$ cat src/rtl/instruction_fetch_unit.sv
// Instruction fetch unit: issues sequential fetches over req/gnt/rvalid and buffers
// PC-tagged words in a prefetch FIFO. Define IFU_PERF_COUNTERS_EN for fetch/bubble counters.
module instruction_fetch_unit #(
    parameter int          WORD_SIZE  = 19,
    parameter int          ADDR_SIZE  = 19,
    parameter int          FIFO_DEPTH = 4,
    parameter int unsigned RESET_PC   = 0
) (
    input  logic                 clk,
    input  logic                 rst_n,
    output logic                 imem_req,
    output logic [ADDR_SIZE-1:0] imem_addr,
    input  logic                 imem_gnt,
    input  logic                 imem_rvalid,
    input  logic [WORD_SIZE-1:0] imem_rdata,
    output logic                 instr_valid,
    output logic [WORD_SIZE-1:0] instr_data,
    output logic [ADDR_SIZE-1:0] instr_pc,
    input  logic                 instr_ready,
    input  logic                 redirect_valid,
    input  logic [ADDR_SIZE-1:0] redirect_addr,
    input  logic                 halt
`ifdef IFU_PERF_COUNTERS_EN
    ,
    output logic [15:0]          fetch_count,
    output logic [15:0]          bubble_count
`endif
);

    localparam int PTR_W   = $clog2(FIFO_DEPTH);
    localparam int CNT_W   = PTR_W + 1;
    localparam int ENTRY_W = ADDR_SIZE + WORD_SIZE;
    localparam logic [CNT_W-1:0]     DEPTH_C    = CNT_W'(FIFO_DEPTH);
    localparam logic [ADDR_SIZE-1:0] RESET_PC_C = ADDR_SIZE'(RESET_PC);

    typedef enum logic [1:0] {IDLE, REQ, WAIT, DISCARD} state_t;

    state_t                 state_q, state_d;
    logic [ADDR_SIZE-1:0]   fetch_pc_q, fetch_pc_d;
    logic [PTR_W-1:0]       rd_ptr_q, rd_ptr_d, wr_ptr_q, wr_ptr_d;
    logic [CNT_W-1:0]       count_q, count_d;
    logic [ENTRY_W-1:0]     mem_q [FIFO_DEPTH];
    logic [ENTRY_W-1:0]     mem_d [FIFO_DEPTH];
    logic                   instr_valid_q, instr_valid_d;
    logic [WORD_SIZE-1:0]   instr_data_q, instr_data_d;
    logic [ADDR_SIZE-1:0]   instr_pc_q, instr_pc_d;
    logic                   push, pop;

    always_comb begin
        state_d       = state_q;
        fetch_pc_d    = fetch_pc_q;
        rd_ptr_d      = rd_ptr_q;
        wr_ptr_d      = wr_ptr_q;
        mem_d         = mem_q;
        instr_valid_d = instr_valid_q;
        instr_data_d  = instr_data_q;
        instr_pc_d    = instr_pc_q;
        imem_req      = 1'b0;
        push          = 1'b0;
        pop           = instr_valid_q && instr_ready;

        case (state_q)
            IDLE: if (!halt && count_q < DEPTH_C) state_d = REQ;
            REQ: begin
                imem_req = 1'b1;
                if (imem_gnt) begin
                    fetch_pc_d = fetch_pc_q + 1'b1;
                    state_d    = WAIT;
                end
            end
            WAIT:    push = imem_rvalid;
            DISCARD: if (imem_rvalid) state_d = IDLE;
            default: state_d = IDLE;
        endcase

        // fetch_pc already advanced at grant, so the returning word belongs to fetch_pc-1
        if (push) begin
            mem_d[wr_ptr_q] = {fetch_pc_q - 1'b1, imem_rdata};
            wr_ptr_d        = wr_ptr_q + 1'b1;
        end
        if (pop) rd_ptr_d = rd_ptr_q + 1'b1;
        count_d = count_q + CNT_W'(push) - CNT_W'(pop);

        if (state_q == WAIT && imem_rvalid)
            state_d = (!halt && count_d < DEPTH_C) ? REQ : IDLE;

        instr_valid_d = (count_d != '0);
        if (count_d != '0) {instr_pc_d, instr_data_d} = mem_d[rd_ptr_d];

        // Redirect wins over everything: flush the FIFO and retire any in-flight response
        if (redirect_valid) begin
            fetch_pc_d    = redirect_addr;
            rd_ptr_d      = '0;
            wr_ptr_d      = '0;
            count_d       = '0;
            instr_valid_d = 1'b0;
            case (state_q)
                REQ:     state_d = imem_gnt ? DISCARD : IDLE;
                WAIT:    state_d = imem_rvalid ? IDLE : DISCARD;
                DISCARD: state_d = imem_rvalid ? IDLE : DISCARD;
                default: state_d = IDLE;
            endcase
        end
    end

    always_ff @(posedge clk) begin
        if (!rst_n) begin
            state_q       <= IDLE;
            fetch_pc_q    <= RESET_PC_C;
            rd_ptr_q      <= '0;
            wr_ptr_q      <= '0;
            count_q       <= '0;
            instr_valid_q <= 1'b0;
            instr_data_q  <= '0;
            instr_pc_q    <= '0;
        end else begin
            state_q       <= state_d;
            fetch_pc_q    <= fetch_pc_d;
            rd_ptr_q      <= rd_ptr_d;
            wr_ptr_q      <= wr_ptr_d;
            count_q       <= count_d;
            instr_valid_q <= instr_valid_d;
            instr_data_q  <= instr_data_d;
            instr_pc_q    <= instr_pc_d;
        end
    end

    always_ff @(posedge clk) begin
        mem_q <= mem_d;
    end

    assign imem_addr   = fetch_pc_q;
    assign instr_valid = instr_valid_q;
    assign instr_data  = instr_data_q;
    assign instr_pc    = instr_pc_q;

`ifdef IFU_PERF_COUNTERS_EN
    logic [15:0] fetch_count_q, fetch_count_d, bubble_count_q, bubble_count_d;

    always_comb begin
        fetch_count_d  = fetch_count_q;
        bubble_count_d = bubble_count_q;
        if (push && !redirect_valid && fetch_count_q != 16'hFFFF)
            fetch_count_d = fetch_count_q + 16'd1;
        if (instr_ready && !instr_valid_q && bubble_count_q != 16'hFFFF)
            bubble_count_d = bubble_count_q + 16'd1;
    end

    always_ff @(posedge clk) begin
        if (!rst_n) begin
            fetch_count_q  <= '0;
            bubble_count_q <= '0;
        end else begin
            fetch_count_q  <= fetch_count_d;
            bubble_count_q <= bubble_count_d;
        end
    end

    assign fetch_count  = fetch_count_q;
    assign bubble_count = bubble_count_q;
`endif

`ifndef SYNTHESIS
    // A response with nothing outstanding is a memory protocol error; the FSM ignores it.
    rvalid_only_when_outstanding: assert property (@(posedge clk) disable iff (!rst_n)
        imem_rvalid |-> (state_q == WAIT || state_q == DISCARD));
`endif

endmodule

$ cat config.mk
export PLATFORM = sky130hd
export DESIGN_NAME = instruction_fetch_unit
export DESIGN_NICKNAME = d
export VERILOG_FILES = /design/src/rtl/instruction_fetch_unit.sv
export SDC_FILE = /design/constraint.sdc
export NUM_CORES = 1
export LEC_CHECK = 0
export BUFFER_PORTS_ARGS = -buffer_cell sky130_fd_sc_hd__buf_2
export CORE_MARGIN = 2
export CORE_UTILIZATION = 56
export DETAILED_ROUTE_END_ITERATION = 6
export PLACE_DENSITY = 0.87
export SYNTH_ARGS = -nofsm -noshare
export SYNTH_HDL_FRONTEND = slang
export SYNTH_SLANG_ARGS = --single-unit
$ cat constraint.sdc
create_clock -name clk -period 5.25 [get_ports clk]
set_input_delay 0.7875 -clock clk [delete_from_list [all_inputs] [get_ports clk]]
set_output_delay 0.7875 -clock clk [all_outputs]
set_load 0.05 [all_outputs]
### Word level (Yosys, flattened, before mapping)

Cells that the tools add are included.

| word-level totals | value |
|---|---|
| bits in registers | 219 |
| input port bits | 45 |
| output and inout bits | 59 |
| word-level logic and storage cells | 70 |

| cells by class | value |
|---|---|
| add/subtract/negate cells | 6 |
| magnitude comparators | 5 |
| equal/unequal tests | 6 |
| muxes and demuxes | 23 |
| bitwise operators | 3 |
| reductions and logical operators | 15 |

Operators by type and width:

| cell | number |
|---|---|
| $bwmux W152 | 1 |
| $mux W152 | 1 |
| $mux W38 | 3 |
| $bmux W38 S2 | 1 |
| $demux W38 S2 | 1 |
| $mux W19 | 3 |
| $add A19 B1 Y19 const B | 1 |
| $sub A19 B1 Y19 const B | 1 |
| $mux W2 | 8 |
| $ne A4 B4 Y1 const B | 3 |
| $ge A3 B3 Y1 const B | 2 |
| $lt A3 B3 Y1 const B | 2 |
| $not A2 Y3 | 2 |
| $pmux W2 S3 | 1 |
| $logic_and A1 B1 Y1 | 5 |
| $reduce_bool A5 Y1 | 1 |
| $add A2 B1 Y2 const B | 2 |
| $eq A2 B2 Y1 const B | 2 |
| $pmux W2 S2 | 1 |
| $reduce_and A4 Y1 | 1 |
| $reduce_bool A2 Y1 | 2 |
| $reduce_or A2 Y1 | 2 |
| $add A3 B1 Y3 | 1 |
| $lt A3 B1 Y1 const B | 1 |
| 8 further kinds | 10 |

### Logic depth before layout (Yosys ltp)

Gate-level depths: netlist (run 1).

| depth | value |
|---|---|
| word-level depth | 10 |
| depth in mapped cells | 13 |

### Worst setup path before layout (run 1)

No wires, ideal clock.

| path | value |
|---|---|
| path type | input-to-reg |
| start point | in imem_rvalid |
| end point | reg instr_data_q[10], in the netlist instr_data[10] |
| library setup time | 117 ps |
| arrival time | 3671 ps |
| data required time | 5133 ps |
| setup slack | 1461 ps |
| stages on the path | 13 |
| buffers on the path | 3 |
| cell sequence | clkbuf_1 -> nand3b_1 -> ha_1 -> inv_1 -> ha_1 -> fa_1 -> xnor2_1 -> xor2_1 -> or3_1 -> clkbuf_1 -> buf_2 -> mux2i_1 -> nor2b_1 |

| on the way | value |
|---|---|
| longest elaborated chain between the ends | 5 |
| elaborated cells between the ends (all ways) | 8 |
| those cells by class | add/sub: 2; mux: 5; reduce/logical: 1 |

Ends and longest elaborated chain:

| what | RTL line | source |
|---|---|---|
| from (decl) | 14 | `input logic imem_rvalid,` |
| $mux W1 (*) | 62 | `case (state_q)` |
| parallel branches: the longest is 4 deep, another holds $add A3 B1 Y3 | - |  |
| to (signal assigned) | 123 | `instr_data_q <= instr_data_d;` |
| to (decl) | 45 | `logic [WORD_SIZE-1:0] instr_data_q, instr_data_d;` |

Mark *: on every way between the ends. The select of a mux whose other input is x is not followed.
A chain may end at the register's enable or synchronous reset.

### Worst setup path in the final report (run 1)

| path | value |
|---|---|
| start point | reg state_q[1] |
| end point | reg instr_data_q[18], in the netlist instr_data[18] |

| on the way | value |
|---|---|
| longest elaborated chain between the ends | 6 |
| elaborated cells between the ends (all ways) | 9 |
| those cells by class | add/sub: 2; eq/ne: 1; mux: 5; reduce/logical: 1 |

Ends and longest elaborated chain:

| what | RTL line | source |
|---|---|---|
| from (decl) | 38 | `state_t state_q, state_d;` |
| from (signal assigned) | 117 | `state_q <= state_d;` |
| $eq A2 B2 Y1 (*) | 62 |  |
| $mux W1 (*) | 62 |  |
| parallel branches: the longest is 4 deep, another holds $add A3 B1 Y3 | - |  |

Marks and branches as above.

==> impl_results.md, run 1 <==
* WL/cell at about 18 um
* Data required time at the worst endpoint at roughly 5.6 ns
* Max capacitance violation total at 0
* Clock Latency Late Sink at ~0.5 ns
* Minimum setup slack among reg-to-reg paths at 1.57 ns
* Largest net degree at the start of global routing at 47
* Most common cell after layout, fill and taps aside: dfxtp_1
* Global-route wire length before repair at around 37000 um
* Area occupied by multi-input gates at approximately 4600 um^2
* DRC viols at 0
* Number of buffers added by the clock tree synthesis step at 21
* Result of the run: finished, final reports clean
* Maximum level of the CTS H-tree at 1
* Count of filler cells inserted in the layout at 1267
* Non-filler cells in the finished layout at 1303
* CP Depth at 11
* Number of sinks on the clock net at approximately 220
* Post-synth top flop: dfxtp_1
* Depth of the worst register-to-register path at 11
* Worst path cell trace: nand3b_1 > ha_1 > inv_1 > ha_1 > fa_1 > xnor2_1 > xor2_1 > or3_2 > buf_4 > mux2i_1 > nor2b_1
* Utilization after layout at 0.643
* Cell total after placement at 1265
* Number of distinct library cell variants in the gate-level netlist after synthesis at 65
* Max Fanout on Critical Path at 26
* Max clock buf depth at 3
* Final Routed Wirelength at 23000 um
* Routed vias at about 7500
* Sequential fraction of the synthesis area at 0.469
* Number of DRC markers after the initial detailed-route iteration at roughly 600
* Family with the most delay on the worst path: adder cells
* Post-route total power at ~4 mW
* Final setup vio count at 0
* Crit path from: state_q[1]
* Kind of capture point of the worst setup path: flip-flop
* Sum of net half-perimeters after detailed placement at ~15000 um
* Number of cells on the worst hold path at 2
* Buffering stage count on the worst path with inverters included at 2
* Cells after Synth at between 1000 and 1500
* PwrDens at 370 nW/um^2
* Share of cells above drive strength 1 at 0.211
* Num ports at ~100
* IR drop worst, VDD at about 0.00032 V
* Area of all sequential standard cells at approximately 4400 um^2
* Worst endpoint data arrival time at 4.07 ns
* Slowest cell delay on critical path at approximately 0.55 ns
* Cts hold-fix bufs at 0
* Detail-routed via count per cell at around 5.8
* Number of standard-cell rows in the floorplan at 47
* Total number of nets in the final design at ~1100
* Number of max-slew violations in the final report at 0
* Slew margin rel. at 0.269
* Critical path type: reg2reg
* Length of the first detailed-routing pass in iterations at 6
* Number of enable-type register cells in the synthesized netlist at 0
* Synth Net Count at 1057
* Chip width at 133 um
* Clk pin slew, worst setup/hold paths at 0.06 ns
* Final hold vios at 0
* Number of routed nets with antenna violations at 0
* Mean area per synthesized cell at about 9.3 um^2
* Fmax at approximately 0.27 GHz
* Clock tree from TritonCTS: done
* Final weighted congestion of routability-driven global placement at approximately 0.86
* Port bufs at between 100 and 150
* Launch point of the worst reg-to-reg path: state_q[1]
* CTS root buffer: clkbuf_16
* Initial antenna violation count at 0
* Number of inserted diodes at 0
* Share of synthesized flip-flops with an asynchronous set or reset at 0
* Initial Util at 0.567
* Synth Cell Area at about 9300 um^2
* Worst-path cell with the longest stage delay: dfxtp_1
* Worst setup path end: instr_data[18]
* Synth-to-layout area growth at 13.3%
* Vertical die dimension at between 100 and 150 um
* Critical Path Source Type: flip-flop
* Register bit total from synthesis at ~220
* Post-CTS sizing at 0
* Overall fraction of global-route tracks in use at 0.255
* Most frequent CP cell: ha_1
* Worst hold slack across all endpoints at 0.446 ns
* Core area at 16500 um^2
* Commonest cells after routing, fill and taps aside: dfxtp_1, nand2_1, buf_2
* Crit path time final at 3.68 ns
* Number of warnings issued by yosys at 0
* Fin Clk Skew at roughly 0.012 ns
* Post-route fraction of the period consumed by the critical path at 0.701
* Worst-margin pin slew at 1.09 ns
* RSZ-0062 raised after global routing: false
* Total Neg Setup Slack at 0 ns
* Vias in the first global route at ~7500
* Path type of the worst min-delay path: reg2reg
* Leakage dissipation at between 4 and 5 nW
* Count of buffers added by post-CTS timing repair for setup at 0
* Gr ovfl total at 0
* End of the worst register-to-register path: instr_data[18]
* Area enclosed by the die boundary at roughly 18000 um^2
## area by class of cell
| cell class | count | area share |
|---|---|---|
| Multi-Input combinational cell | 695 | 0.435 |
| Sequential cell | 219 | 0.414 |
| Timing Repair Buffer | 119 | 0.0601 |
| Clock buffer | 33 | 0.0577 |
| Tap cell | 220 | 0.0260 |
| Inverter | 12 | 0.00426 |
| Clock inverter | 5 | 0.00307 |
## synth_stat cells (17+ instances only)
library cell,number,area [um^2]
clkbuf_1,51,191
a21oi_1,67,335
mux2i_1,29,290
mux2_2,38,428
nor2_1,84,315
mux4_2,26,586
xor2_1,20,175
nand2_1,178,668
xnor2_1,25,219
dfxtp_1,219,4380
nor2b_1,24,150
nand3_1,17,85.1
o21ai_0,58,290
## per-layer routing
layer,part of all wire,routed length (um),track usage
met5,0,0,0
met4,0.027,619,0.0845
met3,0.070,1620,0.0384
met2,0.49,11400,0.457
met1,0.41,9410,0.317
## worst min path at each step
| stage | from | to | slack [ns] |
|---|---|---|---|
| 6_report | mem_q[127] | mem_q[127] | 0.45 |
| 5_1_grt | mem_q[124] | mem_q[124] | 0.46 |
| 2_1_floorplan | mem_q[76] | mem_q[76] | 0.41 |
| 3_5_place_dp | mem_q[127] | mem_q[127] | 0.43 |
| 4_1_cts | mem_q[127] | mem_q[127] | 0.45 |
| 3_3_place_gp | mem_q[130] | mem_q[130] | 0.42 |
## worst reg2reg max path, delay by kind of cell, from the launching register on
family / cells / cell delay [ns]
xor+xnor: 2 / 0.52
fa+ha+maj: 3 / 0.94
buf+inv: 2 / 0.53
flops: 1 / 0.55
mux: 1 / 0.27
simple gates: 3 / 0.76
## cells by family (layout without fill, tap and decap cells)
family / Yosys count / after routing / synth area share
XOR/XNOR: 45 / 45 / 0.0422
multiplexers: 93 / 93 / 0.140
AND/OR/NAND/NOR: 369 / 369 / 0.180
buffers and inverters: 89 / 169 / 0.0407
flip-flops: 219 / 219 / 0.469
adder cells (fa/ha/maj): 9 / 9 / 0.0129
AO/OA/AOI/OAI: 179 / 179 / 0.115
## power by group
part	switching, mW	internal, mW	leakage, nW
registers	0.0695	1.80	1.78
logic	0.370	0.247	2.32
clock network	0.631	0.803	0.318
## registers in the layout, indices dropped and copies added, names as in the netlist
register     flops
count_q          3
imem_addr       19
instr_data      19
instr_pc        19
instr_valid      1
mem_q          152
rd_ptr_q         2
state_q          2
wr_ptr_q         2
## per-stage QoR
| stage | setup WS, ns | area [um^2] |
|---|---|---|
| final | 1.57 | 10600 |
| after CTS | 1.61 | 10600 |
| after global routing | 1.31 | 10600 |
| after floorplan | 1.46 | 9340 |
| after detailed placement | 1.27 | 9940 |
| after global placement | 1.37 | 9940 |
(Power assumes the default switching activity.)
==> inputs of run 2 (changes only) <==
CORE_UTILIZATION = 53   (was 56)
PLACE_DENSITY = 0.86   (was 0.87)
clock period = 3.15 ns   (was 5.25 ns; I/O delays follow)
==> run 2 against run 1 <==
Net effect:
- global-route usage increased by 0.46 points
- clock power is 84% higher
- critical path type unchanged
- non-clock buffer count up 23
- critical endpoint is now instr_pc[7]
- sequential cell count is the same
- total power rose by 74%
- wire length up 5.0%
- count of clock-buffer cells in the layout grew 2
- clock skew up 0.0041 ns
- largest power group unchanged
- hold slack worse by 0.25 ns
==> impl_results.md, run 2 (synthesis results as in run 1) <==
* Result of the run: finished, final reports clean (unchanged)
* Data required time at the worst endpoint at 3.52 ns (was 5.64 ns)
* Area of all placed cells without fillers at 10900 um^2 (was 10600 um^2)
* Initial Util at 0.542 (was 0.567)
* Global-route wire length before repair at 38600 um (was 36900 um)
* PwrDens at 625 nW/um^2 (was 370 nW/um^2)
* Worst-margin pin slew at 0.984 ns (was 1.09 ns)
* Post-CTS sizing at 0 (unchanged)
* Synth-to-layout area growth at 16.9% (was 13.3%)
* HP Start: redirect_addr[12] (was mem_q[127])
* Core area at 17200 um^2 (was 16500 um^2)
* Final weighted congestion of routability-driven global placement at 0.840 (was 0.855)
* Max capacitance violation total at 0 (unchanged)
* Met3 usage in global routing at 0.0381 (was 0.0384)
* Total Neg Setup Slack at 0 ns (unchanged)
* Vias in the first global route at 7708 (was 7466)
* Fmax at 0.342 GHz (was 0.272 GHz)
* Worst endpoint data arrival time at 3.30 ns (was 4.07 ns)
* Area enclosed by the die boundary at 18700 um^2 (was 17700 um^2)
* Share of cells above drive strength 1 at 0.230 (was 0.211)
* Slowest cell delay on critical path at 0.45 ns (was 0.55 ns)
* Detail-routed via count per cell at 5.80 (was 5.76)
* Clock Latency Late Sink at 0.51 ns (was 0.50 ns)
* Routed vias at 7720 (was 7511)
* Worst path cell trace: nand2_1 > inv_1 > ha_1 > inv_1 > ha_1 > fa_1 > xnor2_2 > xor2_1 > or3_4 > buf_4 > o21ai_0 > a31oi_1 (was nand3b_1 > ha_1 > inv_1 > ha_1 > fa_1 > xnor2_1 > xor2_1 > or3_2 > buf_4 > mux2i_1 > nor2b_1)
* Final hold vios at 0 (unchanged)
* Number of standard-cell rows in the floorplan at 48 (was 47)
* Met1 usage at 0.310 (was 0.317)
* Fin Clk Skew at 0.0156 ns (was 0.0116 ns)
* Clk pin slew, worst setup/hold paths at 0.06 ns (about the same)
* Maximum level of the CTS H-tree at 1 (unchanged)
* Post-Place Cell Area at 10200 um^2 (was 9940 um^2)
* Overall fraction of global-route tracks in use at 0.260 (was 0.255)
* Total number of nets in the final design at 1146 (was 1122)
* Max FFs per register at 152 (unchanged)
* Cts hold-fix bufs at 0 (unchanged)
* Family with the most delay on the worst path: adder cells (unchanged)
* WL/cell at 18.1 um (was 17.7 um)
* Worst hold endpoint: imem_addr[12] (was mem_q[127])
* Number of buffers added by the clock tree synthesis step at 22 (was 21)
* Vertical die dimension at 137 um (was 133 um)
* Crit path time final at 2.93 ns (was 3.68 ns)
* Max clock buf depth at 3 (unchanged)
* Length of the first detailed-routing pass in iterations at 5 (was 6)
* Minimum setup slack among reg-to-reg paths at 0.22 ns (was 1.57 ns)
* Most common cell after layout, fill and taps aside: dfxtp_1 (unchanged)
* Commonest cells after routing, fill and taps aside: dfxtp_1, nand2_1, buf_2 (unchanged)
* Launch point of the worst reg-to-reg path: instr_valid (was state_q[1])
* Fin worst setup slack at 0.222 ns (was 1.57 ns)
* Number of routed nets with antenna violations at 0 (unchanged)
* Placement-stage worst setup slack at -0.167 ns (was 1.27 ns)
* Leakage dissipation at 4.59 nW (was 4.42 nW)
* Buffering stage count on the worst path with inverters included at 3 (was 2)
* Met2 Track Usage GR at 0.468 (was 0.457)
* Chip width at 137 um (was 133 um)
* CTS root buffer: clkbuf_16 (unchanged)
* IR drop worst, VDD at 0.000535 V (was 0.000319 V)
* Number of max-slew violations in the final report at 0 (unchanged)
* Critical path type: reg2reg (unchanged)
* Port bufs at 103 (unchanged)
* Clock tree from TritonCTS: done (unchanged)
* Number of cells on the worst hold path at 2 (unchanged)
* Kind of capture point of the worst setup path: flip-flop (unchanged)
* End of the worst register-to-register path: instr_pc[7] (was instr_data[18])
* DRC viols at 0 (unchanged)
* Post-route fraction of the period consumed by the critical path at 0.930 (was 0.701)
* RSZ-0062 raised after global routing: false (unchanged)
* Gr ovfl total at 0 (unchanged)
* Path type of the worst min-delay path: in2reg (was reg2reg)
* Number of DRC markers after the initial detailed-route iteration at 531 (was 617)
* Most flops, register: mem_q (unchanged)
* Depth of the worst register-to-register path at 12 (was 11)
* Slew margin rel. at 0.337 (was 0.269)
* Num ports at 104 (unchanged)
* Count of filler cells inserted in the layout at 1347 (was 1267)
* Final setup vio count at 0 (unchanged)
* Critical Path Source Type: flip-flop (unchanged)
* Global routing's busiest layer: met2 (unchanged)
* Worst-path cell with the longest stage delay: or3_4 (was dfxtp_1)
* Number of sinks on the clock net at 219 (unchanged)
* Count of buffers added by post-CTS timing repair for setup at 0 (unchanged)
* Max Fanout on Critical Path at 12 (was 26)
* Sum of net half-perimeters after detailed placement at 15700 um (was 14600 um)
* Initial antenna violation count at 1 (was 0)
* Largest net degree at the start of global routing at 46 (was 47)
* Final Routed Wirelength at 24200 um (was 23000 um)
run 2: cell count changes in the layout (fill, tap and decap cells not counted), sizes merged:
cell / delta
clkinv: -1
bufinv: +1
diode: +1
inv: -2
clkbuf: +2
buf: +23
run 2: metrics by stage:
stage | std cells | hold WS [ns] | power (mW) | utilization
finish | 1332 | 0.194 | 6.82 | 0.634
global route | 1331 | 0.197 | 7.07 | 0.633
CTS | 1331 | 0.189 | 6.84 | 0.633
detailed placement | 1293 | 0.432 | 4.22 | 0.591
global placement | 1293 | 0.423 | 4.17 | 0.591
floorplan | 1003 | 0.414 | 3.94 | -
run 2: cell type report:
type                       count  area (um^2)  area share
clock inverter                 3         40.0     0.00367
tap                          225          282      0.0258
timing repair buffer         142          871      0.0797
antenna                        1         2.50    0.000229
multi-input combinational    695         4610       0.422
clock buffer                  35          691      0.0632
inverter                      12         45.0     0.00412
sequential                   219         4380       0.401
run 2: worst reg2reg max path: cells and delay by family (launching register included):
family / cells / cell delay, ns
compound gates: 2 / 0.31
simple gates: 2 / 0.61
fa+ha+maj: 3 / 0.87
xor+xnor: 2 / 0.33
flops: 1 / 0.32
buf+inv: 3 / 0.35
run 2: how the worst max path moves through the flow:
stage                    endpoint        start  depth (start not counted)  slack (ns)
floorplan            instr_pc[15]  imem_rvalid                         13        0.03
global placement     instr_pc[16]  instr_ready                         13       -0.07
detailed placement  instr_data[6]  instr_ready                         13       -0.17
CTS                   instr_pc[7]  instr_valid                         12        0.02
global route          instr_pc[7]  instr_valid                         12        0.07
finish                instr_pc[7]  instr_valid                         12        0.22
run 2: metal layers:
layer,share of wire,routed length [um]
met5,0,0
met4,0.033,789
met3,0.064,1550
met2,0.50,12100
met1,0.40,9770
run 2: power by group:
part | internal, mW | leakage [nW] | switching [mW]
Sequential | 3.00 | 1.78 | 0.114
Clock | 1.58 | 0.362 | 1.06
Combinational | 0.432 | 2.45 | 0.642
